$ cat src/rtl/operand_sequencer_3x16.sv
// ---------------------------------------------------------------------------
// operand_sequencer_3x16
//
// Loads three 16-bit operand words and then presents them one at a time
// through a downstream 3:1 selector stage.
//
// Sequence of operation:
//   LOAD  Words are accepted on every edge where Load=1 (Ready is high).
//         They fill REG1, REG2, REG3 in that order.
//   SEND  The FSM steps Selector through 0, 1, 2 with Enable high.
//         Each selector value is held for DWELL un-held cycles.
//   DONE  Done pulses for one cycle, then the FSM returns to LOAD.
//
// Ports:
//   clk         sole clock; all state changes on the rising edge
//   reset       synchronous, active-high; clears all state, including the
//               operand registers
//   Data_In     operand word offered for loading
//   Load        Data_In valid; the word is taken when Load=1 and Ready=1
//   Clear       synchronous abort back to LOAD with word count 0; the
//               operand registers keep their contents
//   Hold        downstream stall; freezes sequencing in SEND only
//   Ready       high only in LOAD
//   REG1..REG3  registered operand words 0..2
//   Selector    registered index of the operand currently presented
//   Enable      registered; high only in SEND
//   Done        registered one-cycle pulse after the last operand
//   Count       number of words accepted in the current load (0..3)
// ---------------------------------------------------------------------------
module operand_sequencer_3x16 #(
    parameter int DWELL = 1
) (
    input  logic        clk,
    input  logic        reset,
    input  logic [15:0] Data_In,
    input  logic        Load,
    input  logic        Clear,
    input  logic        Hold,
    output logic        Ready,
    output logic [15:0] REG1,
    output logic [15:0] REG2,
    output logic [15:0] REG3,
    output logic [1:0]  Selector,
    output logic        Enable,
    output logic        Done,
    output logic [1:0]  Count
);

    typedef enum logic [1:0] {
        ST_LOAD = 2'd0,
        ST_SEND = 2'd1,
        ST_DONE = 2'd2
    } state_t;

    // Dwell counter value on the last cycle of a selector's dwell.
    localparam logic [3:0] DWELL_LAST = 4'(DWELL - 1);

    state_t      state_q, state_d;
    logic [15:0] reg1_q, reg1_d;
    logic [15:0] reg2_q, reg2_d;
    logic [15:0] reg3_q, reg3_d;
    logic [1:0]  sel_q, sel_d;
    logic        en_q, en_d;
    logic        done_q, done_d;
    logic [1:0]  count_q, count_d;
    logic [3:0]  dwell_q, dwell_d;

    // Next-state and next-output logic
    always_comb begin
        state_d = state_q;
        reg1_d  = reg1_q;
        reg2_d  = reg2_q;
        reg3_d  = reg3_q;
        sel_d   = sel_q;
        en_d    = en_q;
        done_d  = done_q;
        count_d = count_q;
        dwell_d = dwell_q;

        if (Clear) begin
            // Abort: operand registers are deliberately left untouched.
            state_d = ST_LOAD;
            sel_d   = 2'd0;
            en_d    = 1'b0;
            done_d  = 1'b0;
            count_d = 2'd0;
            dwell_d = 4'd0;
        end else begin
            case (state_q)
                ST_LOAD: begin
                    // Count never reaches 3 in LOAD, but guard it so a stray
                    // value can not write past REG3.
                    if (Load && (count_q != 2'd3)) begin
                        count_d = count_q + 2'd1;
                        case (count_q)
                            2'd0:    reg1_d = Data_In;
                            2'd1:    reg2_d = Data_In;
                            default: begin
                                reg3_d  = Data_In;
                                state_d = ST_SEND;
                                sel_d   = 2'd0;
                                en_d    = 1'b1;
                                dwell_d = 4'd0;
                            end
                        endcase
                    end
                end

                ST_SEND: begin
                    if (!Hold) begin
                        if (dwell_q == DWELL_LAST) begin
                            dwell_d = 4'd0;
                            if (sel_q == 2'd2) begin
                                state_d = ST_DONE;
                                sel_d   = 2'd0;
                                en_d    = 1'b0;
                                done_d  = 1'b1;
                            end else begin
                                sel_d = sel_q + 2'd1;
                            end
                        end else begin
                            dwell_d = dwell_q + 4'd1;
                        end
                    end
                end

                ST_DONE: begin
                    state_d = ST_LOAD;
                    done_d  = 1'b0;
                    count_d = 2'd0;
                end

                default: begin
                    state_d = ST_LOAD;
                    sel_d   = 2'd0;
                    en_d    = 1'b0;
                    done_d  = 1'b0;
                    count_d = 2'd0;
                    dwell_d = 4'd0;
                end
            endcase
        end
    end

    // State register; reset overrides Clear, Load and Hold.
    always_ff @(posedge clk) begin
        if (reset) begin
            state_q <= ST_LOAD;
            reg1_q  <= 16'h0000;
            reg2_q  <= 16'h0000;
            reg3_q  <= 16'h0000;
            sel_q   <= 2'd0;
            en_q    <= 1'b0;
            done_q  <= 1'b0;
            count_q <= 2'd0;
            dwell_q <= 4'd0;
        end else begin
            state_q <= state_d;
            reg1_q  <= reg1_d;
            reg2_q  <= reg2_d;
            reg3_q  <= reg3_d;
            sel_q   <= sel_d;
            en_q    <= en_d;
            done_q  <= done_d;
            count_q <= count_d;
            dwell_q <= dwell_d;
        end
    end

    assign Ready    = (state_q == ST_LOAD);
    assign REG1     = reg1_q;
    assign REG2     = reg2_q;
    assign REG3     = reg3_q;
    assign Selector = sel_q;
    assign Enable   = en_q;
    assign Done     = done_q;
    assign Count    = count_q;

endmodule

$ cat config.mk
export PLATFORM = sky130hd
export DESIGN_NAME = operand_sequencer_3x16
export DESIGN_NICKNAME = d
export VERILOG_FILES = /design/src/rtl/operand_sequencer_3x16.sv
export SDC_FILE = /design/constraint.sdc
export NUM_CORES = 1
export LEC_CHECK = 0
export CAP_MARGIN = 5
export CORE_MARGIN = 2
export CORE_UTILIZATION = 33
export CTS_BUF_LIST = sky130_fd_sc_hd__clkbuf_4
export DETAILED_ROUTE_END_ITERATION = 12
export REMOVE_ABC_BUFFERS = 1
export SLEW_MARGIN = 20
export SYNTH_ARGS = -nofsm -noshare
export SYNTH_HDL_FRONTEND = slang
export SYNTH_SLANG_ARGS = --single-unit
$ cat constraint.sdc
create_clock -name clk -period 2.63 [get_ports clk]
set_clock_uncertainty 0.15 [all_clocks]
set_input_delay 0.526 -clock clk [delete_from_list [all_inputs] [get_ports clk]]
set_output_delay 0.526 -clock clk [all_outputs]
set_load 0.1 [all_outputs]
## After elaboration in Yosys (flattened, before gate mapping)

Cells that the tools add are included.

- Flip-flop bits (word level): 60
- Bits in latches: 0
- Bits in writable memories: 0
- ROM bits: 0
- Input port bits: 21
- Word-level logic and storage cells: 71
- Memories kept: 0

- $add $sub $neg: 3
- Multipliers: 0
- Div/mod/pow operators: 0
- Magnitude comparators: 0
- Equality and inequality tests: 10
- Shift-type cells: 0
- Multiplexer cells: 29
- Bitwise logic cells: 5
- Reduce and logical (&&, ||, !) cells: 15

Operators by type and width:

| cell | count |
|---|---|
| two-way mux 2 bit | 11 |
| AND reduction 4 bit | 5 |
| two-way mux 4 bit | 4 |
| one-hot mux 4 bit (3 select lines) | 1 |
| inequality test 2 bit (second input constant) | 5 |
| AND reduction 5 bit | 2 |
| two-way mux 1 bit | 8 |
| one-hot mux 2 bit (2 select lines) | 2 |
| one-hot mux 2 bit (3 select lines) | 1 |
| AND reduction 6 bit | 1 |
| NOT 1 bit | 5 |
| adder 2 x 1 -> 2 bit (second input constant) | 2 |
| adder 4 x 1 -> 4 bit (second input constant) | 1 |
| equality test 2 x 1 -> 1 bit (second input constant) | 2 |
| equality test 2 bit (second input constant) | 2 |
| logical NOT 2 bit | 2 |
| logical NOT 4 bit | 1 |
| OR reduction 2 bit | 2 |
| one-hot mux 1 bit (3 select lines) | 1 |
| inequality test 2 x 1 -> 1 bit (second input constant) | 1 |
| one-hot mux 1 bit (2 select lines) | 1 |
| AND reduction 2 bit | 1 |
| logical AND 1 bit | 1 |

## Logic depth before layout (Yosys ltp)

Gate-level depths: netlist (run 1).

- Word-level depth: 5
- Depth in mapped cells: 8
- Gate-level depth less buffers: 6

## Worst setup path after synthesis (run 1)

No wires, ideal clock.

- Path type: reg2reg
- From: register count_q[1], in the netlist Count[1]
- To: register reg3_q[10], in the netlist REG3[10]
- Data arrival time: 2332 ps
- Slack: 20 ps
- Cell stages (with the launch flop): 9
- Period minus slack after synthesis: 2610 ps
- Cell sequence: dfxtp_1 > inv_1 > ha_1 > nor2_1 > and3b_2 > buf_6 > buf_8 > mux2i_1 > nor2_1

- Longest elaborated chain between the ends: 4
- Elaborated cells on any way between the ends: 7
- Classes of those cells: 2 x eq/ne; 1 x bitwise; 4 x reduce/logical

RTL lines:

| what | RTL line | RTL |
|---|---|---|
| start, declared | 65 | `logic [1:0] count_q, count_d;` |
| start signal, assigned | 165 | `count_q <= count_d;` |
| equality test 2 x 1 -> 1 bit or logical NOT 2 bit (tied branches) | 95 | `case (count_q)` |
| OR reduction 2 bit (no line) | n/a |  |
| NOT 1 bit (no line) | n/a |  |
| AND reduction 4 bit (no line) * | n/a |  |
| end signal, assigned | 161 | `reg3_q <= reg3_d;` |
| end, declared | 61 | `logic [15:0] reg3_q, reg3_d;` |

Every way passes the cells marked *; elsewhere a longest branch is shown, timed or not.
A chain may end at the register's enable or synchronous reset.

## Worst setup path after layout (run 1)

- From: register count_q[0], in the netlist Count[0]
- To: register reg3_q[15], in the netlist REG3[15]

The elaborated chain is that of the path after synthesis.

==> results.yml, run 1 <==
outcome:
  status: "complete, no violations"
clocking:
  cts_resized: 0
  clockBufferDepth: 2
  cts_tree: "done"
  htree_levels: 3
  cts_setup_buffers: 0
  clkTransAtPathRegs_ns: 0.09
  clock-root-buffer: "clkbuf_4"
  ctsHoldBuffers: 0
  cts_made_buffers: 9
  clock_sinks: 60
  clkLatencyLatePin_ns: 0.39
floorplan:
  io_pins: 76
  die_y_um: 89.4
  initial_utilization: 0.337
  num_rows: 31
  dieWidth_um: 89.4
  dieArea_mm2: 0.00799
  design.core.area_mm2: 0.00714
job:
  maxCapViolCount: 0
yosys:
  ys_seq_area_frac: 0.499
  synthAdderAreaFrac: 0.0260
  yosysTopAreaCellShare: 0.499
  syn-cell-area_mm2: 0.00241
  synth_enable_flop_cells: 0
  synth-simple-area-share: 0.167
  synthXorXnorAreaFrac: 0.00364
  synth_top_family_by_area: "multiplexers"
  yosys.area.top_type: "dfxtp_1"
  synth_warnings: 0
  ys.flop_type: "dfxtp_1"
  synth.lib_cells_used.distinct: 36
  synthMuxAreaShare: 0.200
  postSynthAreaPerCell_um2: 10.1
  netlist_instances: 238
  synthArstFlopShare: 0
  synth_compound_area_frac: 0.0588
  synthTopCellsByArea: "dfxtp_1 (50%), mux2i_1 (20%), nor2_1 (8.6%)"
  ys_ff_latch: 60
layout:
  drive_gt1_frac: 0.246
  instances_no_fill: 420
  syn2layout_area_growth_pct: 33.8
  num_antenna_cells: 0
  final_nets: 344
worst_setup_path:
  criticalPathCategory: "flip-flop to flip-flop"
  critPathMaxFanout: 9
  cp.required_ns: 2.74
  critPathBufInv: 1
  start_kind: "flip-flop"
  path_delay_family: "simple AND/OR/NAND/NOR gates"
  path_cells: "ha_1 > nor4b_4 > and3b_2 > buf_4 > mux2i_1 > nor2_1"
  critical_path_arrival_ns: 2.12
  max_stage_delay_ns: 0.37
  cp-end-kind: "flip-flop"
  critical-path-slowest-cell: "dfxtp_1"
route:
  postRouteAntennaNets: 0
  drc_errors: 0
  vias_per_cell: 4.59
  wirelength_mm: 5.75
  wire_per_inst_um: 13.7
  dr.pass1.iters: 4
  route.vias.total: 1928
  drtIter0Drc: 81
grt:
  grt_max_degree: 49
  grt_pass1_wl_mm: 9.03
  grt_usage: 0.150
  gr-total-overflow: 0
  antenna_found_initial: 1
  grt_pass1_vias: 1826
sta:
  slew_viol_final: 0
  setup_violations: 0
  finalCritPeriodShare: 0.761
  worst_pin_slew_ns: 0.501
  setup_slack_ns: 0.629
  rsz0062_at_grt: "no"
  slew_headroom: 0.666
  period_minus_slack_ns: 2.00
  fin_hold_ws_ns: 0.328
  max_freq_mhz: 500
  hold_violations: 0
  fin_tns_setup_ns: 0
pwr:
  p_per_area_mw_per_mm2: 577
  ir_drop_uv: 278
  power_w: 0.00186
  power_leakage_nw: 1.50
placement:
  port-buffer-count: 75
  dp_slack_ns: 0.257
  routabilityCongestion: 0.759
  post-dp-hpwl_mm: 4.04
  placedCellCount: 406
min_path:
  hp-class: "flip-flop to flip-flop"
==> stage by stage <==
| step | area [um^2] | util |
|---|---|---|
| detailed placement | 3110 | 0.435 |
| finish | 3220 | 0.451 |
| floorplan | 2310 | - |
| CTS | 3220 | 0.451 |
| global route | 3220 | 0.451 |
| global placement | 3110 | 0.435 |
==> layout by cell type, fill, tap and decap left out, types with 5 or more instances in the layout <==
cell type	count
buf_4	63
dfxtp_1	60
nor2_1	55
mux2i_1	48
clkdlybuf4s50_1	19
clkbuf_4	9
a21oi_1	7
inv_1	5
nor3_1	5
ha_1	5
==> cell usage after synthesis (3+ instances only) <==
cell type  instances
mux2i_1           48
nor2_1            55
nor2b_1            3
buf_6              3
ha_1               5
buf_2              4
inv_1              5
dfxtp_1           60
nand2_1            4
o21ai_0            4
clkbuf_1           6
nor3_1             5
a21oi_1            7
==> routing by layer <==
layer	share of wire	wire, um	GRT usage
met5	0.0023	13	0
met4	0.011	61	0.0597
met3	0.097	560	0.0757
met2	0.41	2340	0.205
met1	0.48	2770	0.199
==> cell families after synthesis <==
| logic type | count (synthesis) |
|---|---|
| AO/OA/AOI/OAI | 21 |
| XOR/XNOR | 1 |
| buffers and inverters | 19 |
| adder cells (fa/ha/maj) | 5 |
| multiplexers | 48 |
| AND/OR/NAND/NOR | 84 |
| flip-flops | 60 |
==> worst min-delay path, cell delays in order, from the launching register on <==
cell	delay, ns
dfxtp_1	0.32
o41ai_1	0.06
a21oi_1	0.06
==> path summary, 6_finish.rpt <==
kind | startpoint | to | slack [ns] | cells after the start
max | Count[0] | REG3[15] | 0.63 | 6
min | Enable | Enable | 0.33 | 2
max reg2reg | Count[0] | REG3[15] | 0.63 | 6
min reg2reg | Enable | Enable | 0.33 | 2
==> where the power goes <==
part	internal (W)	switching, W	total, W	leakage [nW]
logic	0.0000963	0.000237	0.000334	0.952
clock network	0.000268	0.000313	0.000581	0.0618
registers	0.000930	0.0000133	0.000943	0.486
total	0.00129	0.000564	0.00186	1.50
==> state kept, by name, indices dropped and copies added (netlist names) <==
| name | flops |
|---|---|
| Count | 2 |
| Done | 1 |
| Enable | 1 |
| REG1 | 16 |
| REG2 | 16 |
| REG3 | 16 |
| Selector | 2 |
| dwell_q | 4 |
| state_q | 2 |
==> cell type report <==
class,instances,area (um^2)
inverters,5,18.8
clock inverters,5,45.0
clock buffers,9,67.6
flip-flops and latches,60,1200
well taps,99,124
fillers,738,3920
multi-input cells,159,1090
repair buffers,83,668
(Power assumes the default switching activity.)
==> run 2, diff against run 1 <==
Clock period 2.63 ns to 1.82 ns, I/O delays scaled along.
==> run 2 against run 1 <==
Net effect: the run now ends with negative setup slack left; worst hold slack lost 0.29 ns; clock power rose by 57%; first-iteration DRC count is 36% lower; utilization increased by 14 points; clock-buffer cell count rose by 1; cell area is 30% higher; sequential share of layout area decreased by 8.5 points; critical path depth is 1 higher; via count rose by 5.7%; largest power group unchanged.
==> results.yml, run 2 (synthesis results as in run 1) <==
pwr:
  ir_drop_uv: 457
  p_per_area_mw_per_mm2: 692
  power_leakage_nw: 1.79
  power_w: 0.00290
layout:
  final_cell_mix: "buf_12 (59), dfxtp_1 (57), nor2_1 (53)"
  num_antenna_cells: 0
  nFillCells: 627
  drive_gt1_frac: 0.338
  final_nets: 361
  final_cell_area_mm2: 0.00419
  final_common_cell: "buf_12"
  syn2layout_area_growth_pct: 74.3
grt:
  use_met3: 0.103
  grt_pass1_vias: 2002
  gr-total-overflow: 0
  grt_pass1_wl_mm: 10.1
  grt_usage: 0.170
  grt_busiest_layer: "met2"
  use_met2: 0.255
  use_met1: 0.201
  grt_max_degree: 47
  antenna_found_initial: 0
sta:
  slew_headroom: 0.681
  period_minus_slack_ns: 1.86
  max_freq_mhz: 539
  hold_violations: 0
  finalCritPeriodShare: 1.02
  slew_viol_final: 0
  setup_violations: 6
  setup_slack_ns: -0.0367
  rsz0062_at_grt: "yes"
  worst_pin_slew_ns: 0.479
worst_setup_path:
  path_cells: "buf_4 > ha_2 > nor2_2 > buf_4 > a2bb2oi_4 > or4_4 > a21oi_2"
  crit_top_cell: "buf_4"
  r2r-start: "Count[0]"
  cp.required_ns: 2.00
  start_kind: "flip-flop"
  critPathLaunch: "Count[0]"
  path_delay_family: "simple AND/OR/NAND/NOR gates"
  critical_path_arrival_ns: 2.03
  criticalPathCategory: "flip-flop to flip-flop"
  critPathMaxFanout: 4
  critPathBufInv: 2
  cp-end-kind: "flip-flop"
  critical-path-slowest-cell: "or4_4"
  max_stage_delay_ns: 0.48
placement:
  post-dp-hpwl_mm: 4.51
  routabilityCongestion: 0.842
  dpl_cell_area_mm2: 0.00396
  port-buffer-count: 75
  dp_slack_ns: -0.356
min_path:
  min_from: "reset"
  hp-class: "input port to flip-flop"
route:
  dr.pass1.iters: 4
  vias_per_cell: 4.64
  wirelength_mm: 6.34
  route.vias.total: 2037
  postRouteAntennaNets: 0
  wire_per_inst_um: 14.4
  drtIter0Drc: 52
  drc_errors: 0
clocking:
  clock-root-buffer: "clkbuf_4"
  clock_sinks: 60
  clockBufferDepth: 2
  cts_tree: "done"
  clkTransAtPathRegs_ns: 0.10
  cts_made_buffers: 9
  clkLatencyLatePin_ns: 0.40
  htree_levels: 3
floorplan:
  dieArea_mm2: 0.00799
  dieWidth_um: 89.4
  initial_utilization: 0.337
  die_y_um: 89.4
  design.core.area_mm2: 0.00714
  io_pins: 76
  num_rows: 31
job:
  maxCapViolCount: 0
outcome:
  violations: "negative setup slack"
  status: "complete, but fails checks"
[run 2: cell types whose count changed in the layout (fill, tap and decap cells not counted), sizes merged]
cell / before / now
clkinvlp: 0 / 1
clkbuf: 9 / 10
buf: 64 / 81
[run 2: final timing paths]
path / slack, ns / cells after the start / endpoint
worst max-delay path: -0.04 / 7 / dwell_q[3]
worst min-delay path: 0.03 / 2 / REG1[3]
worst max register to register: -0.04 / 7 / dwell_q[3]
worst min register to register: 0.36 / 2 / dwell_q[1]
[run 2: power breakdown]
group,internal (W),switching [W],leakage (nW)
Combinational,0.000251,0.000361,1.23
Sequential,0.00134,0.0000341,0.488
Clock,0.000421,0.000491,0.0712
[run 2: per-layer routing]
metal / vias up / wire length, um
met5: - / 0
met4: 0 / 63
met2: 74 / 2860
met1: 945 / 2630
li1: 1012 / -
met3: 6 / 784
[run 2: timing repair]
item,CTS,global route
setup endpoints to repair,46,58
hold buffers,0,0
pin swaps,6,6
setup buffers,2,1
cloned,1,0
gates resized for setup,15,10
[run 2: area by class of cell]
| type | instances | area (um^2) | share of cell area |
|---|---|---|---|
| Inverter | 5 | 18.8 | 0.00448 |
| Timing Repair Buffer | 100 | 1550 | 0.369 |
| Clock inverter | 6 | 55.1 | 0.0131 |
| Tap cell | 99 | 124 | 0.0295 |
| Multi-Input combinational cell | 159 | 1170 | 0.278 |
| Sequential cell | 60 | 1210 | 0.288 |
| Clock buffer | 10 | 75.1 | 0.0179 |
[run 2: worst register-to-register path: stages (launching register included)]
cell and delay, ns:
dfxtp_4 0.37, buf_4 0.14, ha_2 0.19, nor2_2 0.11, buf_4 0.15, a2bb2oi_4 0.07, or4_4 0.48, a21oi_2 0.13
[run 2: metrics by stage]
stage	utilization	hold WS (ns)	cells	TNS (ns)
after global placement	0.555	0.323	421	-13.32
after global routing	0.587	0.0274	439	-2.21
after detailed placement	0.555	0.332	421	-13.83
after floorplan	-	0.286	224	-45.96
final	0.587	0.0345	439	-0.0612
after CTS	0.585	0.0118	440	-1.34
==> run 3, diff against run 2 <==
Settings changed: CAP_MARGIN 5 to not set.
==> results of run 3 <==
No change in the layout: final DEF, timing and power equal those of run 2.
